## src/rtl/mips_ctrl_pkg.sv

```systemverilog
// Shared encodings for the MIPS control path: FSM states, opcode/funct values,
// ALU operation codes and datapath mux selects.
package mips_ctrl_pkg;

    typedef enum logic [3:0] {
        IDLE,
        FETCH,
        DECODE,
        MEM_ADDR,
        MEM_READ,
        MEM_WB,
        MEM_WRITE,
        EXEC_R,
        EXEC_I,
        ALU_WB,
        BRANCH,
        JUMP
    } state_e;

    // What the ALU is being used for this cycle; the decoder resolves it to an op.
    typedef enum logic [2:0] {
        CLS_NONE,
        CLS_ADD,
        CLS_SUB,
        CLS_RTYPE,
        CLS_ITYPE
    } alu_class_e;

    localparam logic [5:0] OP_RTYPE = 6'b000000;
    localparam logic [5:0] OP_J     = 6'b000010;
    localparam logic [5:0] OP_BEQ   = 6'b000100;
    localparam logic [5:0] OP_BNE   = 6'b000101;
    localparam logic [5:0] OP_ADDIU = 6'b001001;
    localparam logic [5:0] OP_ORI   = 6'b001101;
    localparam logic [5:0] OP_LUI   = 6'b001111;
    localparam logic [5:0] OP_LW    = 6'b100011;
    localparam logic [5:0] OP_SW    = 6'b101011;

    localparam logic [5:0] F_ADD  = 6'b100000;
    localparam logic [5:0] F_ADDU = 6'b100001;
    localparam logic [5:0] F_SUB  = 6'b100010;
    localparam logic [5:0] F_AND  = 6'b100100;
    localparam logic [5:0] F_OR   = 6'b100101;
    localparam logic [5:0] F_SLT  = 6'b101010;

    localparam logic [2:0] ALU_AND = 3'b000;
    localparam logic [2:0] ALU_OR  = 3'b001;
    localparam logic [2:0] ALU_ADD = 3'b010;
    localparam logic [2:0] ALU_LUI = 3'b011;
    localparam logic [2:0] ALU_SUB = 3'b110;
    localparam logic [2:0] ALU_SLT = 3'b111;

    localparam logic [1:0] SRCB_REG     = 2'b00;
    localparam logic [1:0] SRCB_FOUR    = 2'b01;
    localparam logic [1:0] SRCB_IMM     = 2'b10;
    localparam logic [1:0] SRCB_IMM_SH2 = 2'b11;

    localparam logic [1:0] PC_SRC_ALU    = 2'b00;
    localparam logic [1:0] PC_SRC_ALUOUT = 2'b01;
    localparam logic [1:0] PC_SRC_JUMP   = 2'b10;

    function automatic logic rtype_supported(input logic [5:0] funct);
        return (funct == F_ADD) || (funct == F_ADDU) || (funct == F_SUB) ||
               (funct == F_AND) || (funct == F_OR)   || (funct == F_SLT);
    endfunction

endpackage

```

## src/rtl/alu_decoder.sv

```systemverilog
// Maps the ALU usage class of the current cycle plus opcode/funct to an ALU op.
// Shared with the single-cycle decoder.
module alu_decoder
    import mips_ctrl_pkg::*;
(
    input  alu_class_e  alu_class,
    input  logic [5:0]  opcode,
    input  logic [5:0]  funct,
    output logic [2:0]  alu_op
);

    always_comb begin
        alu_op = ALU_AND;
        case (alu_class)
            CLS_ADD: alu_op = ALU_ADD;
            CLS_SUB: alu_op = ALU_SUB;
            CLS_RTYPE: begin
                case (funct)
                    F_SUB:   alu_op = ALU_SUB;
                    F_AND:   alu_op = ALU_AND;
                    F_OR:    alu_op = ALU_OR;
                    F_SLT:   alu_op = ALU_SLT;
                    default: alu_op = ALU_ADD;
                endcase
            end
            CLS_ITYPE: begin
                case (opcode)
                    OP_LUI:  alu_op = ALU_LUI;
                    OP_ORI:  alu_op = ALU_OR;
                    default: alu_op = ALU_ADD;
                endcase
            end
            default: alu_op = ALU_AND;
        endcase
    end

endmodule

```

## src/rtl/multicycle_controller.sv

```systemverilog
// Multi-cycle MIPS sequencer: one state register, outputs decoded from the state
// with the few handshake/zero-flag dependent terms added combinationally.
module multicycle_controller
    import mips_ctrl_pkg::*;
(
    input  logic       clk,
    input  logic       rst_n,
    input  logic [5:0] opcode,
    input  logic [5:0] funct,
    input  logic       zero,
    input  logic       mem_ready,
    output logic       mem_req,
    output logic       mem_write,
    output logic       iord,
    output logic       ir_write,
    output logic       pc_write,
    output logic [1:0] pc_src,
    output logic       alu_src_a,
    output logic [1:0] alu_src_b,
    output logic [2:0] alu_op,
    output logic       reg_dst,
    output logic       mem_to_reg,
    output logic       reg_write,
    output logic       retire,
    output logic       illegal
);

    state_e     state_q, state_d;
    alu_class_e alu_class;

    alu_decoder u_alu_decoder (
        .alu_class (alu_class),
        .opcode    (opcode),
        .funct     (funct),
        .alu_op    (alu_op)
    );

    // Reset forces IDLE, whose decode is all-zero, so outputs clear asynchronously.
    always_ff @(posedge clk or negedge rst_n) begin
        if (!rst_n) begin
            state_q <= IDLE;
        end else begin
            state_q <= state_d;
        end
    end

    always_comb begin
        state_d    = state_q;
        mem_req    = 1'b0;
        mem_write  = 1'b0;
        iord       = 1'b0;
        ir_write   = 1'b0;
        pc_write   = 1'b0;
        pc_src     = PC_SRC_ALU;
        alu_src_a  = 1'b0;
        alu_src_b  = SRCB_REG;
        alu_class  = CLS_NONE;
        reg_dst    = 1'b0;
        mem_to_reg = 1'b0;
        reg_write  = 1'b0;
        retire     = 1'b0;
        illegal    = 1'b0;

        case (state_q)
            IDLE: state_d = FETCH;

            FETCH: begin
                mem_req   = 1'b1;
                alu_src_b = SRCB_FOUR;
                alu_class = CLS_ADD;
                pc_src    = PC_SRC_ALU;
                if (mem_ready) begin
                    ir_write = 1'b1;
                    pc_write = 1'b1;
                    state_d  = DECODE;
                end
            end

            // Branch target is computed here so BRANCH can use the ALU for the compare.
            DECODE: begin
                alu_src_b = SRCB_IMM_SH2;
                alu_class = CLS_ADD;
                case (opcode)
                    OP_LW, OP_SW:              state_d = MEM_ADDR;
                    OP_LUI, OP_ORI, OP_ADDIU:  state_d = EXEC_I;
                    OP_BEQ, OP_BNE:            state_d = BRANCH;
                    OP_J:                      state_d = JUMP;
                    OP_RTYPE: begin
                        if (rtype_supported(funct)) begin
                            state_d = EXEC_R;
                        end else begin
                            illegal = 1'b1;
                            state_d = FETCH;
                        end
                    end
                    default: begin
                        illegal = 1'b1;
                        state_d = FETCH;
                    end
                endcase
            end

            MEM_ADDR: begin
                alu_src_a = 1'b1;
                alu_src_b = SRCB_IMM;
                alu_class = CLS_ADD;
                state_d   = (opcode == OP_LW) ? MEM_READ : MEM_WRITE;
            end

            MEM_READ: begin
                mem_req = 1'b1;
                iord    = 1'b1;
                if (mem_ready) state_d = MEM_WB;
            end

            MEM_WB: begin
                reg_write  = 1'b1;
                mem_to_reg = 1'b1;
                retire     = 1'b1;
                state_d    = FETCH;
            end

            MEM_WRITE: begin
                mem_req   = 1'b1;
                mem_write = 1'b1;
                iord      = 1'b1;
                if (mem_ready) begin
                    retire  = 1'b1;
                    state_d = FETCH;
                end
            end

            EXEC_R: begin
                alu_src_a = 1'b1;
                alu_src_b = SRCB_REG;
                alu_class = CLS_RTYPE;
                state_d   = ALU_WB;
            end

            EXEC_I: begin
                alu_src_a = 1'b1;
                alu_src_b = SRCB_IMM;
                alu_class = CLS_ITYPE;
                state_d   = ALU_WB;
            end

            ALU_WB: begin
                reg_write = 1'b1;
                reg_dst   = (opcode == OP_RTYPE);
                retire    = 1'b1;
                state_d   = FETCH;
            end

            BRANCH: begin
                alu_src_a = 1'b1;
                alu_src_b = SRCB_REG;
                alu_class = CLS_SUB;
                pc_src    = PC_SRC_ALUOUT;
                pc_write  = (opcode == OP_BNE) ? ~zero : zero;
                retire    = 1'b1;
                state_d   = FETCH;
            end

            JUMP: begin
                pc_src   = PC_SRC_JUMP;
                pc_write = 1'b1;
                retire   = 1'b1;
                state_d  = FETCH;
            end

            default: state_d = IDLE;
        endcase
    end

endmodule

```

## config.mk

```make
export PLATFORM = sky130hd
export DESIGN_NAME = multicycle_controller
export DESIGN_NICKNAME = d
export VERILOG_FILES = /design/src/rtl/mips_ctrl_pkg.sv /design/src/rtl/alu_decoder.sv /design/src/rtl/multicycle_controller.sv
export SDC_FILE = /design/constraint.sdc
export NUM_CORES = 1
export LEC_CHECK = 0
export ABC_AREA = 0
export BUFFER_PORTS_ARGS = -buffer_cell sky130_fd_sc_hd__buf_2
export CELL_PAD_IN_SITES_DETAIL_PLACEMENT = 1
export CELL_PAD_IN_SITES_GLOBAL_PLACEMENT = 1
export CORE_UTILIZATION = 32
export DETAILED_ROUTE_END_ITERATION = 8
export GPL_TIMING_DRIVEN = 0
export PLACE_DENSITY = 0.93
export SLEW_MARGIN = 20
export SYNTH_ARGS = -nofsm -noshare
export SYNTH_HDL_FRONTEND = slang
export SYNTH_SLANG_ARGS = --single-unit
```

## constraint.sdc

```tcl
create_clock -name clk -period 2.7 [get_ports clk]
set_clock_uncertainty 0.1 [all_clocks]
set_input_delay 0.135 -clock clk [delete_from_list [all_inputs] [get_ports clk]]
set_output_delay 0.135 -clock clk [all_outputs]
set_load 0.05 [all_outputs]
```

### Word-level counts from Yosys, hierarchy flattened

Cells that the tools add are included.

| storage, ports and cells | value |
|---|---|
| register bits | 4 |
| input port bits | 16 |
| output and inout bits | 18 |
| word-level logic and storage cells | 83 |

| operators by class | value |
|---|---|
| equal/unequal tests | 32 |
| mux-type cells | 28 |
| bitwise gates (word level) | 1 |
| reductions and logical operators | 21 |

Operator list:

| kind | number |
|---|---|
| equality test 6 bit (second input constant) | 8 |
| case mux 3 bit (4 select lines) | 3 |
| case mux 4 bit (7 select lines) | 1 |
| case mux 4 bit (5 select lines) | 1 |
| equality test 6 x 4 -> 1 bit (second input constant) | 3 |
| equality test 4 x 3 -> 1 bit (second input constant) | 4 |
| equality test 4 bit (second input constant) | 4 |
| equality test 6 x 3 -> 1 bit (second input constant) | 2 |
| two-way mux 1 bit | 12 |
| two-way mux 4 bit | 3 |
| OR reduction 2 bit | 6 |
| OR reduction 3 bit | 3 |
| equality test 4 x 2 -> 1 bit (second input constant) | 2 |
| case mux 2 bit (2 select lines) | 2 |
| OR reduction 4 bit | 2 |
| OR reduction 8 bit | 1 |
| equality test 3 x 2 -> 1 bit (second input constant) | 2 |
| equality test 6 x 2 -> 1 bit (second input constant) | 1 |
| zero test 6 bit | 1 |
| != test 2 bit (second input constant) | 3 |
| case mux 2 bit (3 select lines) | 1 |
| logical OR 1 bit | 5 |
| OR reduction 5 bit | 1 |
| equality test 4 x 1 -> 1 bit (second input constant) | 1 |
| 9 further kinds | 10 |

### Depth between registers and ports, before layout

| depth | value |
|---|---|
| word-level depth | 9 |
| gate-level depth with buffers | 6 |

### Modules after synthesis

From an unflattened synthesis, not the netlist that was laid out.

| unflattened totals | value |
|---|---|
| cell total of the unflattened synthesis | 113 |
| area total of the unflattened synthesis | 743.2 sq um |

By module, submodules not included:

| module | instances | cells each | area each (sq um) | sequential area each (sq um) |
|---|---|---|---|---|
| multicycle_controller | 1 | 96 | 611.8 | 100.1 |
| alu_decoder | 1 | 17 | 131.4 | 0.0 |

### Worst setup path after synthesis

OpenSTA, ideal clock, no wires.

| timing path | value |
|---|---|
| path type | reg2out |
| from | reg state_q[2] |
| to | out illegal |
| arrival time | 2,584 ps |
| path slack | -119 ps |
| cell stages (with the launch flop) | 4 |
| path through | dfrtp_1 -> buf_6 -> or4b_4 -> nor4_1 |

| between the ends | value |
|---|---|
| word-level cells in the longest chain between the ends | 2 |

RTL lines:

| what | line | RTL |
|---|---|---|
| start, declared | multicycle_controller.sv:28 | `state_e state_q, state_d;` |
| start signal, assigned | multicycle_controller.sv:43 | `state_q <= state_d;` |
| equality test 4 x 2 -> 1 bit | multicycle_controller.sv:64 | `case (state_q)` |
| two-way mux 1 bit | multicycle_controller.sv:64 |  |
| end, declared | multicycle_controller.sv:25 | `output logic illegal` |

No other way between the ends.

### Final worst setup path

Same ends and word-level chain as after synthesis.

==> flow_summary.toml <==
[outcome]
status = "finished clean"

[timing]
fin_crit_sh_pct = 77.8
setup_viol_count_final = 0
period_minus_slack_ns = 2.10
fin_hold_ws_ns = 0.114
max_slew_margin_pct = 74.6
max_clock_freq_mhz = 476
worstMarginPinSlew_ns = 0.380
fin_setup_tns_ns = 0
rsz0062_at_grt = "no"
hold_viol = 0
maxSlewViolCount = 0

[final_layout]
largestRegisters = "state_q x4"
regMostFlops = "state_q"
ff_latch_area_um2 = 100
layout_commonest_cell = "buf_2"
drive_above_1_share_pct = 36.6
final.fill_count = 279
largest_register_ffs = 4
final_cell_mix = "buf_2, nor2_1, nand2b_1, nand2_1, o21ai_0"
nets = 152
instances_no_fill = 161
diodes = 0
fin_util_pct = 45.9
finalInstanceArea_um2 = 910
multi_input_area_um2 = 537
areaGrowthSynthToFinish_pct = 34.4

[placement]
hpwl_um = 1780
numPortBuffers = 32
placedCellCount = 157
finalWeightedCongestion = 0.763
placed_cell_area_um2 = 877

[die]
core_um2 = 1980
die-area_um2 = 2300
ios = 34
rows = 16
start_util_pct = 34.2
die_x_um = 48.0
die_h_um = 48.0

[pwr]
peakVddDrop_uv = 453
power-per-cell-area_nw_per_um2 = 1150
leakagePower_nw = 0.412

[clock_tree]
cts_made_buffers = 3
clk_latency_ns = 0.25
cts_root_buf = "clkbuf_4"
clockBufferDepth = 2
path_clk_slew_ns = 0.04
post_cts_resized = 0
htreeDepth = 1
clock_sinks = 4
post_cts_buffers = 0
ctsHoldBuffers = 1
cts_tree = "yes"

[grt]
grt.total_usage_pct = 20.7
grt_pass1_vias = 780
antenna_found_initial = 0
global_route.overflow_total = 0
grt_pass1_wl_um = 3310
grt_max_degree = 11

[logic_synthesis]
yosys.area_share.simple_pct = 46.4
muxShareOfSynthArea_pct = 4.62
syn_avg_cell_area_um2 = 6.91
synthArstFlopShare_pct = 100
synth_cell_types = 39
synth_top_family_by_area = "simple AND/OR/NAND/NOR gates"
syn_inst = 98
ys_ff_latch = 4
synth_area_leaders = "dfrtp_1, nor2_1, nand2b_1"
synth_edf_count = 0
synth_largest_area_cell = "dfrtp_1"
synth_nets = 114
ys_warn_count = 0
synth_top_area_share_pct = 14.8
synthXorXnorAreaFrac_pct = 0
synth_compound_area_share_pct = 27.4
syn_area_um2 = 677
ys.flop_type = "dfrtp_1"
synth_fa_ha_area_share_pct = 0
ys_seq_area_share_pct = 14.8

[routing]
top_layer_used = "met4"
drtIter0Drc = 25
drtAntennaViolNets = 0
dr_wl_met2_um = 1110
drc = 0
via_per_inst = 5.41
wl_um = 2180
wire_per_inst_um = 13.5
met1_length_um = 963
via_count = 871
wl_met3_um = 82
first_pass_iters = 4

[run]
cap_violations = 0

[worst_hold_path]
hold_path.class = "in2async"

[critical_path]
cp_slowest_cell = "or4b_4"
cp_cell_sequence = "buf_6 > or4b_4 > nor4_2 > buf_2"
cp-start-kind = "flip-flop"
cp_max_fo = 9
max_stage_delay_ns = 0.56
critPathKind = "reg2out"
endpoint_kind = "output port"
arrival_ns = 1.86
required_ns = 2.47
## metal layers
| layer | track usage [%] | vias to the layer above |
|---|---|---|
| met5 | 0 | - |
| met4 | 6.67 | 0 |
| met3 | 2.26 | 5 |
| met2 | 38.9 | 31 |
| met1 | 24.2 | 399 |
| li1 | - | 436 |
## path summary, 6_finish.rpt
| check | from | to | slack [ns] | cells past startpoint |
|---|---|---|---|---|
| max | state_q[2]$_DFFE_PN0P_ | illegal | 0.60 | 4 |
| min | rst_n | state_q[1]$_DFFE_PN0P_ | 0.11 | 2 |
| max reg2reg | state_q[2]$_DFFE_PN0P_ | state_q[1]$_DFFE_PN0P_ | 1.10 | 4 |
| min reg2reg | state_q[2]$_DFFE_PN0P_ | state_q[0]$_DFFE_PN0P_ | 0.61 | 4 |
| max in group asynchronous | rst_n | state_q[0]$_DFFE_PN0P_ | 2.26 | 2 |
| min in group clk | opcode[4] | state_q[1]$_DFFE_PN0P_ | 0.16 | 4 |
## through the flow
step                power, W  setup slack (ns)
floorplan           0.000777             0.301
global route         0.00111             0.522
CTS                  0.00104             0.591
finish               0.00104             0.601
detailed placement  0.000962             0.846
global placement    0.000946             0.825
## power by group
group	internal [W]	leakage, nW	switching (W)
registers	0.0000840	0.0503	0.0000206
clock network	0.0000500	0.0138	0.0000290
logic	0.000240	0.348	0.000618
total	0.000374	0.412	0.000667
## critical path: cells and delay by family (launching register included)
kind          cells  cell delay (ns)
buf+inv           2             0.43
flops             1             0.36
simple gates      2             0.83
## synth_stat cells (2+ instances only)
| master | n |
|---|---|
| a21boi_0 | 2 |
| a211oi_1 | 3 |
| o22ai_1 | 2 |
| nor4b_1 | 2 |
| dfrtp_1 | 4 |
| nor4_1 | 4 |
| o21ai_0 | 5 |
| nand2_1 | 6 |
| nor2b_1 | 2 |
| nand2b_1 | 8 |
| o21a_1 | 2 |
| nor2_1 | 17 |
| buf_2 | 4 |
| inv_1 | 2 |
| a21oi_1 | 4 |
| nor3_1 | 2 |
| nand3_1 | 3 |
| a31o_2 | 3 |
| mux2i_1 | 2 |
| or3_1 | 2 |
## cell families (layout without fill, tap and decap cells)
logic type,Yosys count,in the layout
multiplexers,3,3
AO/OA/AOI/OAI,27,27
flip-flops,4,4
AND/OR/NAND/NOR,55,55
buffers and inverters,9,45
## cell type report
class	count	area share, %
Multi-Input combinational cell	85	59.0
Timing Repair Buffer	33	18.7
Sequential cell	4	11.0
Buffer	7	4.26
Tap cell	27	3.71
Clock buffer	3	2.48
Inverter	2	0.825
(Power assumes the default switching activity.)
